## src/rtl/ball_pkg.sv

```systemverilog
// ball_pkg: shared definitions for the ball position engine.
//   state_t         : ball FSM encoding (IDLE / MOVE / LOST)
//   DIR_INC/DIR_DEC : direction encoding (1 = increasing coordinate)
//   SCREEN_X_MAX / SCREEN_Y_MAX : default playfield bounds
package ball_pkg;

  typedef enum logic [1:0] {
    ST_IDLE = 2'd0,
    ST_MOVE = 2'd1,
    ST_LOST = 2'd2
  } state_t;

  localparam logic DIR_INC = 1'b1;
  localparam logic DIR_DEC = 1'b0;

  localparam int SCREEN_X_MAX = 159;
  localparam int SCREEN_Y_MAX = 119;

endpackage

```

## src/rtl/ball_motion_axis_stepper.sv

```systemverilog
// axis_stepper: combinational next-position / next-direction logic for one
// axis of the ball. The caller owns the registers.
//   i_pos, i_dir   : current position and direction
//   i_step         : step magnitude (0 = hold, no boundary check)
//   i_flip         : collision request to invert direction
//   i_advance      : apply a step this cycle
//   o_pos, o_dir   : next position and direction
//   o_hit_low      : clamped at 0 while moving down-range (reflected)
//   o_hit_high     : clamped at MAX while moving up-range (reflected)
module axis_stepper
  import ball_pkg::*;
#(
  parameter int W   = 8,
  parameter int MAX = 159,
  parameter int SW  = 3
) (
  input  logic [W-1:0]  i_pos,
  input  logic          i_dir,
  input  logic [SW-1:0] i_step,
  input  logic          i_flip,
  input  logic          i_advance,
  output logic [W-1:0]  o_pos,
  output logic          o_dir,
  output logic          o_hit_low,
  output logic          o_hit_high
);

  localparam logic [W:0] MAX_EXT = MAX[W:0];

  logic [W:0] w_pos_ext;
  logic [W:0] w_step_ext;
  logic [W:0] w_sum;

  // One extra bit so the sum can never wrap before the bound compare.
  assign w_pos_ext  = {1'b0, i_pos};
  assign w_step_ext = {{(W+1-SW){1'b0}}, i_step};
  assign w_sum      = w_pos_ext + w_step_ext;

  always_comb begin
    o_pos      = i_pos;
    o_dir      = i_dir;
    o_hit_low  = 1'b0;
    o_hit_high = 1'b0;
    if (i_advance && (i_step != '0)) begin
      if (i_dir == DIR_INC) begin
        if (w_sum >= MAX_EXT) begin
          o_pos      = MAX_EXT[W-1:0];
          o_dir      = DIR_DEC;
          o_hit_high = 1'b1;
        end else begin
          o_pos = w_sum[W-1:0];
        end
      end else begin
        if (w_pos_ext <= w_step_ext) begin
          o_pos     = '0;
          o_dir     = DIR_INC;
          o_hit_low = 1'b1;
        end else begin
          o_pos = i_pos - w_step_ext[W-1:0];
        end
      end
    end
    // A reflection on this edge overrides a simultaneous collision flip.
    if (i_flip && !o_hit_low && !o_hit_high) begin
      o_dir = ~i_dir;
    end
  end

endmodule

```

## src/rtl/ball_motion.sv

```systemverilog
// ball_motion: ball position engine for the brick-breaker datapath.
// Moves X/Y on each tick while in MOVE, reflects off left/right/top walls,
// honours collision flip requests and enters LOST at the bottom edge.
// Optional macro BALL_SPEED_EN adds x_step/y_step inputs; otherwise both
// steps are fixed at 1.
//   clk, reset (sync, active-high)
//   tick, launch, flip_x, flip_y     : control strobes
//   x, y, x_dir, y_dir               : registered ball state
//   moving, wall_hit, lost           : registered status / one-cycle pulses
//   x_step, y_step (BALL_SPEED_EN)   : per-tick step sizes
module ball_motion
  import ball_pkg::*;
#(
  parameter int X_W    = 8,
  parameter int Y_W    = 7,
  parameter int X_MAX  = SCREEN_X_MAX,
  parameter int Y_MAX  = SCREEN_Y_MAX,
  parameter int X_INIT = 80,
  parameter int Y_INIT = 100,
  parameter int STEP_W = 3
) (
  input  logic           clk,
  input  logic           reset,
  input  logic           tick,
  input  logic           launch,
  input  logic           flip_x,
  input  logic           flip_y,
  output logic [X_W-1:0] x,
  output logic [Y_W-1:0] y,
  output logic           x_dir,
  output logic           y_dir,
  output logic           moving,
  output logic           wall_hit,
  output logic           lost
`ifdef BALL_SPEED_EN
  ,
  input  logic [STEP_W-1:0] x_step,
  input  logic [STEP_W-1:0] y_step
`endif
);

  localparam logic [X_W-1:0] X_INIT_V = X_INIT[X_W-1:0];
  localparam logic [Y_W-1:0] Y_INIT_V = Y_INIT[Y_W-1:0];

  state_t          r_state, w_state_nxt;
  logic            w_serve;
  logic [X_W-1:0]  r_x, w_x_pos;
  logic [Y_W-1:0]  r_y, w_y_pos;
  logic            r_x_dir, r_y_dir, w_x_dir, w_y_dir;
  logic            r_moving, r_wall_hit, r_lost;
  logic            w_x_lo, w_x_hi, w_y_lo, w_y_hi;
  logic            w_in_move, w_adv, w_flip_x, w_flip_y;
  logic [STEP_W-1:0] w_sx, w_sy;

`ifdef BALL_SPEED_EN
  assign w_sx = x_step;
  assign w_sy = y_step;
`else
  assign w_sx = STEP_W'(1);
  assign w_sy = STEP_W'(1);
`endif

  assign w_in_move = (r_state == ST_MOVE);
  assign w_adv     = w_in_move && tick;
  assign w_flip_x  = w_in_move && flip_x;
  assign w_flip_y  = w_in_move && flip_y;

  axis_stepper #(.W(X_W), .MAX(X_MAX), .SW(STEP_W)) u_x_axis (
    .i_pos(r_x), .i_dir(r_x_dir), .i_step(w_sx), .i_flip(w_flip_x),
    .i_advance(w_adv), .o_pos(w_x_pos), .o_dir(w_x_dir),
    .o_hit_low(w_x_lo), .o_hit_high(w_x_hi)
  );

  axis_stepper #(.W(Y_W), .MAX(Y_MAX), .SW(STEP_W)) u_y_axis (
    .i_pos(r_y), .i_dir(r_y_dir), .i_step(w_sy), .i_flip(w_flip_y),
    .i_advance(w_adv), .o_pos(w_y_pos), .o_dir(w_y_dir),
    .o_hit_low(w_y_lo), .o_hit_high(w_y_hi)
  );

  always_comb begin
    w_state_nxt = r_state;
    w_serve     = 1'b0;
    case (r_state)
      ST_IDLE: if (launch) w_state_nxt = ST_MOVE;
      ST_MOVE: if (w_y_hi) w_state_nxt = ST_LOST;
      ST_LOST: begin
        if (launch) begin
          w_state_nxt = ST_MOVE;
          w_serve     = 1'b1;
        end
      end
      default: w_state_nxt = ST_IDLE;
    endcase
  end

  always_ff @(posedge clk) begin
    if (reset) r_state <= ST_IDLE;
    else       r_state <= w_state_nxt;
  end

  always_ff @(posedge clk) begin
    if (reset || w_serve) begin
      r_x     <= X_INIT_V;
      r_y     <= Y_INIT_V;
      r_x_dir <= DIR_INC;
      r_y_dir <= DIR_DEC;
    end else if (w_in_move) begin
      r_x     <= w_x_pos;
      r_y     <= w_y_pos;
      r_x_dir <= w_x_dir;
      // The bottom edge is a loss, not a reflection: keep the direction
      // (plus any flip) instead of the stepper's reflected one.
      r_y_dir <= w_y_hi ? (r_y_dir ^ w_flip_y) : w_y_dir;
    end
  end

  always_ff @(posedge clk) begin
    if (reset) begin
      r_moving   <= 1'b0;
      r_wall_hit <= 1'b0;
      r_lost     <= 1'b0;
    end else begin
      r_moving   <= (w_state_nxt == ST_MOVE);
      r_wall_hit <= w_x_lo | w_x_hi | w_y_lo;
      r_lost     <= w_y_hi;
    end
  end

  assign x        = r_x;
  assign y        = r_y;
  assign x_dir    = r_x_dir;
  assign y_dir    = r_y_dir;
  assign moving   = r_moving;
  assign wall_hit = r_wall_hit;
  assign lost     = r_lost;

endmodule
```

## config.mk

```make
export PLATFORM = sky130hd
export DESIGN_NAME = ball_motion
export DESIGN_NICKNAME = d
export VERILOG_FILES = /design/src/rtl/ball_pkg.sv /design/src/rtl/ball_motion_axis_stepper.sv /design/src/rtl/ball_motion.sv
export SDC_FILE = /design/constraint.sdc
export NUM_CORES = 1
export LEC_CHECK = 0
export ABC_AREA = 0
export CELL_PAD_IN_SITES_DETAIL_PLACEMENT = 0
export CELL_PAD_IN_SITES_GLOBAL_PLACEMENT = 2
export CORE_MARGIN = 5
export CORE_UTILIZATION = 34
export DETAILED_ROUTE_END_ITERATION = 10
export PLACE_DENSITY = 0.95
export RECOVER_POWER = 100
export SYNTH_ARGS = -nofsm -noshare
export SYNTH_HDL_FRONTEND = slang
export SYNTH_SLANG_ARGS = --single-unit
export TNS_END_PERCENT = 30
```

## constraint.sdc

```tcl
create_clock -name clk -period 3.75 [get_ports clk]
set_input_delay 0.5625 -clock clk [delete_from_list [all_inputs] [get_ports clk]]
set_output_delay 0.5625 -clock clk [all_outputs]
set_load 0.1 [all_outputs]
```

==> results_dict.tcl, run 1 <==
set metrics [dict create \
    outcome "finished, violations left" \
    violations "max-capacitance violations, max-slew violations" \
    leakage_nw 0.818 \
    die_h_um 83.7 \
    most-common-layout-cells "dfxtp_1 (22), dlygate4sd3_1 (21), nor2_1 (19), o21ai_0 (18), inv_1 (13)" \
    setup_violations 0 \
    fin_tns_setup_ps 0 \
    tightest_slew_ps 1550 \
    peakVddDrop_uv 168 \
    initial_utilization_pct 35.5 \
    row_count 26 \
    synth_cells 237 \
    fin_crit_sh_pct 79.4 \
    rsz0062_at_grt "no" \
    worst_r2r_endpoint "x[7]" \
    die_area_um2 7010 \
    drc_errors 0 \
    power_frac_comb_pct 25.1 \
    power_density_nw_per_um2 308 \
    clkPwrFrac_pct 34.9 \
    ys_types 66 \
    grt_use_total_pct 14.9 \
    drt_iter0_markers 130 \
    wire_per_inst_um 16.2 \
    synth_flop_cell "dfxtp_1" \
    wirelength_um 5200 \
    ys_seq_elements 22 \
    clock_skew_ps 1.42 \
    ys_async_sr_fraction_pct 0 \
    final_cell_area_um2 2140 \
    syn_area_um2 1850 \
    r2r_cells 4 \
    yosysWarningCount 0 \
    dpl.hpwl_um 3750 \
    gp_congestion 0.834 \
    seqPwrFrac_pct 40.0 \
    holdWs_ps 591 \
    final_nets 265 \
    crit_start "x[2]" \
    cts_hold_buffers 0 \
    htreeDepth 1 \
    dp_slack_ps 1120 \
    fmax_ghz 0.336 \
    drive_gt1_share_pct 5.20 \
    placed_area_um2 2100 \
    post_cts_buffers 0 \
    swShare_pct 34.1 \
    maxSlewViolCount 10 \
    r2r-start "x[2]" \
    maxCapViolCount 1 \
    grt_overflow 0 \
    ys_seq_area_share_pct 23.8 \
    ant_nets 0 \
    power.switching_mw 0.225 \
    arrival_ps 3140 \
    port_buffers 25 \
    critPathKind "register to register" \
    cp-start-kind "register" \
    cp_max_fo 13 \
    num_vias 1831 \
    hold_violations 0 \
    cts_resized 0 \
    core_um2 5200 \
    grt_pass1_wl_um 8680 \
    clock_path_buffers 2 \
    clk_latency_ps 270 \
    synth_edf_count 0 \
    p_int_mw 0.435 \
    grt_pass1_vias 1697 \
    pin_count 26 \
    end_kind "register" \
    critPathCapture "x[7]" \
    area_growth_pct 15.8 \
    final_cells 320 \
    clkSlewWorstSetupHoldPaths_ps 90 \
    min_path_type "register to register" \
    grt_max_degree 23 \
    antenna_found_initial 0 \
    cts_tree "done" \
    worstPathRequired_ps 3920 \
    worst_slack_ps 774 \
    period_needed_ps 2980 \
    dp.cells 316 \
    maxSlewHeadroom_pct -4.05 \
    vias_per_cell 5.72 \
    die_w_um 83.7 \
    syn_nets 251 \
    cts_sinks 22 \
    clock-root-buffer "clkbuf_8" \
    antennaDiodeCount 0 \
    numCtsBuffers 3 \
    syn_area_per_cell_um2 7.80 \
    final_common_cell "dfxtp_1" \
    dr.pass1.iters 4 \
    ff2ff_setup_slack_ps 770 \
]
## routing by layer
metal / GRT usage (%) / vias to the layer above / part of all wire [%]
li1: - / 912 / -
met4: 4.09 / 0 / 0.48
met1: 21.6 / 868 / 50
met5: 0 / - / 0
met2: 23.2 / 49 / 46
met3: 1.78 / 2 / 3.4
## cell families (layout without fill, tap and decap cells)
group           after synthesis  after routing  synth area share (%)
fa+ha+maj                     8              8                  5.42
mux                           5              5                  3.05
flops                        22             22                  23.8
xor+xnor                     11             11                  5.21
buf+inv                      30             43                  7.85
compound gates               77             77                  29.5
simple gates                 84             84                  25.1
## power by group through the flow
stage / sequential [mW] / combinational [mW] / clock [mW]
2_1_floorplan: 0.313 / 0.0875 / 0
3_3_place_gp: 0.270 / 0.171 / 0
3_5_place_dp: 0.270 / 0.171 / 0
4_1_cts: 0.264 / 0.171 / 0.237
5_1_grt: 0.266 / 0.179 / 0.243
6_report: 0.264 / 0.166 / 0.230
## per-stage QoR
step | utilization, % | total power [mW]
2_1_floorplan | - | 0.400
3_3_place_gp | 40.3 | 0.441
3_5_place_dp | 40.3 | 0.440
4_1_cts | 41.7 | 0.672
5_1_grt | 41.1 | 0.688
6_report | 41.1 | 0.660
## synth_stat cells (3+ instances only)
| cell | instances | area, um2 |
|---|---|---|
| a21o_1 | 4 | 30.0 |
| a21oi_1 | 10 | 50.1 |
| a22oi_1 | 3 | 22.5 |
| a311oi_1 | 3 | 26.3 |
| a31oi_1 | 5 | 31.3 |
| and2_1 | 3 | 18.8 |
| and3_1 | 5 | 31.3 |
| buf_2 | 4 | 20.0 |
| buf_6 | 3 | 33.8 |
| clkbuf_1 | 7 | 26.3 |
| dfxtp_1 | 22 | 440 |
| ha_1 | 8 | 100 |
| inv_1 | 13 | 48.8 |
| nand2_1 | 12 | 45.0 |
| nand3_1 | 12 | 60.1 |
| nand4_1 | 4 | 25.0 |
| nor2_1 | 19 | 71.3 |
| nor2b_1 | 3 | 18.8 |
| nor3_1 | 9 | 45.0 |
| o211ai_1 | 4 | 30.0 |
| o21ai_0 | 14 | 70.1 |
| o21ai_1 | 6 | 30.0 |
| o31ai_1 | 3 | 22.5 |
| xnor2_1 | 6 | 52.6 |
| xor2_1 | 5 | 43.8 |
## worst min-delay path by stage
stage,startpoint,to,slack (ps),cells after the start
after floorplan,r_state[0],r_state[1],580,2
after global placement,y[4],y[4],600,2
after detailed placement,y[4],y[4],610,2
after CTS,y[4],y[4],620,2
after global routing,y[4],y[4],680,2
final,y[4],y[4],590,2
## registers in the layout, summed over array words and instances (netlist names)
signal / flops
x: 8
y: 7
r_state: 2
lost: 1
moving: 1
wall_hit: 1
x_dir: 1
y_dir: 1
## area by class of cell
cell class	count	area [um2]
Clock buffer	3	41.3
Clock inverter	1	30.0
Fill cell	556	3070
Inverter	13	48.8
Multi-Input combinational cell	185	1230
Sequential cell	22	440
Tap cell	70	87.6
Timing Repair Buffer	26	258
## worst max-delay path, cell delays in order, from the launching register on
cell and delay (ps):
dfxtp_1 450, or4_1 650, nor4_1 1200, a21oi_1 280, a32o_1 290
Note: power is estimated with default switching activity, not from simulation.
==> run 2, diff against run 1 <==
--- a/config.mk
+++ b/config.mk
@@ -9,9 +9,9 @@
 export CELL_PAD_IN_SITES_DETAIL_PLACEMENT = 0
 export CELL_PAD_IN_SITES_GLOBAL_PLACEMENT = 2
 export CORE_MARGIN = 5
-export CORE_UTILIZATION = 34
+export CORE_UTILIZATION = 32
 export DETAILED_ROUTE_END_ITERATION = 10
-export PLACE_DENSITY = 0.95
+export PLACE_DENSITY = 0.91
 export RECOVER_POWER = 100
 export SYNTH_ARGS = -nofsm -noshare
 export SYNTH_HDL_FRONTEND = slang
==> constraint.sdc (replaced) <==
create_clock -name clk -period 2.9 [get_ports clk]
set_input_delay 0.435 -clock clk [delete_from_list [all_inputs] [get_ports clk]]
set_output_delay 0.435 -clock clk [all_outputs]
set_load 0.1 [all_outputs]
==> run 2 against run 1 <==
The flow now finishes without violations. Power up 29%. Global-route usage is 0.34 points lower. Core utilization is 4.1 points lower. Worst setup slack worse by 280 ps. First-iteration DRC count rose by 44%. Register-to-register slack got worse by 280 ps. Clock power is 30% higher. Hold slack better by 16 ps. Critical path depth up 1. Fmax increased by 24%. Routed wire length rose by 0.75%. Critical path type unchanged. Critical endpoint is now x[1]. Highest routed layer unchanged.
==> results_dict.tcl, run 2 (synthesized netlist as in run 1, its figures left out) <==
set metrics [dict create \
    outcome "completed" \
    seqPwrFrac_pct 39.5 \
    maxSlewHeadroom_pct 20.8 \
    gp_congestion 0.843 \
    clock-root-buffer "clkbuf_8" \
    ant_nets 0 \
    die_h_um 86.0 \
    most-common-layout-cells "dfxtp_1 (22), clkbuf_1 (21), nor2_1 (19), o21ai_0 (18), inv_1 (13)" \
    worst_r2r_endpoint "x[1]" \
    initial_utilization_pct 33.2 \
    holdWs_ps 607 \
    clkSlewWorstSetupHoldPaths_ps 90 \
    fin_crit_sh_pct 82.9 \
    p_int_mw 0.558 \
    drt_iter0_markers 187 \
    num_vias 1845 \
    largest_reg_flops 8 \
    swShare_pct 34.5 \
    antennaDiodeCount 0 \
    clkPwrFrac_pct 35.0 \
    wire_per_inst_um 16.0 \
    end_kind "register" \
    cts_tree "done" \
    row_count 27 \
    power_frac_comb_pct 25.5 \
    core_um2 5570 \
    r2r-start "x[2]" \
    grt_pass1_vias 1665 \
    ff2ff_setup_slack_ps 500 \
    setup_violations 0 \
    grt_pass1_wl_um 8680 \
    grt_overflow 0 \
    clock_path_buffers 2 \
    power.switching_mw 0.294 \
    antenna_found_initial 0 \
    maxSlewViolCount 0 \
    rsz0062_at_grt "no" \
    grtUsageMet3_pct 2.40 \
    worstPathRequired_ps 3070 \
    r2r_cells 5 \
    vias_per_cell 5.63 \
    grt.busiest_layer "met1" \
    leakage_nw 0.765 \
    fin_tns_setup_ps 0 \
    die_area_um2 7400 \
    critPathKind "register to register" \
    grt_use_total_pct 14.6 \
    maxCapViolCount 0 \
    hold-path-endpoint "y[4]" \
    area_growth_pct 11.5 \
    tightest_slew_ps 1190 \
    drc_errors 0 \
    cts_sinks 22 \
    port_buffers 25 \
    cts_resized 0 \
    hold_violations 0 \
    final_common_cell "dfxtp_1" \
    dp_slack_ps 564 \
    period_needed_ps 2400 \
    post_cts_buffers 0 \
    wirelength_um 5240 \
    die_w_um 86.0 \
    min_path_type "register to register" \
    gr-usage-met1_pct 21.9 \
    cp-start-kind "register" \
    final_nets 271 \
    pin_count 26 \
    whs_path_depth 2 \
    drive_gt1_share_pct 7.03 \
    fmax_ghz 0.416 \
    peakVddDrop_uv 152 \
    htreeDepth 1 \
    cts_hold_buffers 0 \
    cp_max_fo 13 \
    worstHoldStart "y[4]" \
    worst_slack_ps 495 \
    grt_max_degree 15 \
    power_density_nw_per_um2 413 \
    clk_latency_ps 270 \
    use_met2_pct 20.3 \
    numCtsBuffers 3 \
    clock_skew_ps 1.79 \
    arrival_ps 2570 \
    dr.pass1.iters 4 \
    dpl.hpwl_um 3880 \
]
## run 2: cell types whose count changed in the layout (fill, tap and decap cells not counted), sizes merged
cell,delta
buf,+5
clkbuf,+21
dlygate4sd3,-20
## run 2: power groups by stage
stage | registers, mW | clock network, mW | logic, mW
floorplan | 0.404 | 0 | 0.113
finish | 0.336 | 0.298 | 0.217
global placement | 0.344 | 0 | 0.231
CTS | 0.336 | 0.304 | 0.230
detailed placement | 0.343 | 0 | 0.229
global route | 0.340 | 0.317 | 0.236
## run 2: per-layer routing
layer,share of wire (%),wire (um)
met4,1.7,90
met2,42,2180
met1,51,2660
met5,0,0
met3,5.8,302
## run 2: final cells by class
| cell class | count | area [um2] |
|---|---|---|
| fillers | 616 | 3510 |
| flip-flops and latches | 22 | 440 |
| clock inverters | 1 | 30.0 |
| inverters | 13 | 48.8 |
| clock buffers | 3 | 41.3 |
| well taps | 72 | 90.1 |
| repair buffers | 32 | 174 |
| multi-input cells | 185 | 1240 |
## run 2: worst max-delay path by stage
stage	startpoint	endpoint	slack (ps)	cells past startpoint
final	x[2]	x[1]	500	5
after global routing	x[2]	x[0]	240	5
after CTS	x[1]	x[2]	630	6
after detailed placement	tick	y[4]	560	6
after global placement	tick	y[4]	600	6
after floorplan	x[1]	x[2]	310	6
## run 2: worst max-delay path, cell delays in order (launching register included)
cell and delay, ps:
dfxtp_1 430, or4_1 650, nor4_2 690, o21ai_0 210, a32oi_1 230, o21ai_1 80
## run 2: stage by stage
step | std cells | power [mW] | cell area, um2 | utilization [%]
after floorplan | 237 | 0.517 | 1850 | -
after global placement | 324 | 0.575 | 2090 | 37.6
after detailed placement | 324 | 0.573 | 2090 | 37.6
after CTS | 328 | 0.870 | 2170 | 38.9
after global routing | 328 | 0.892 | 2060 | 37.0
final | 328 | 0.851 | 2060 | 37.0
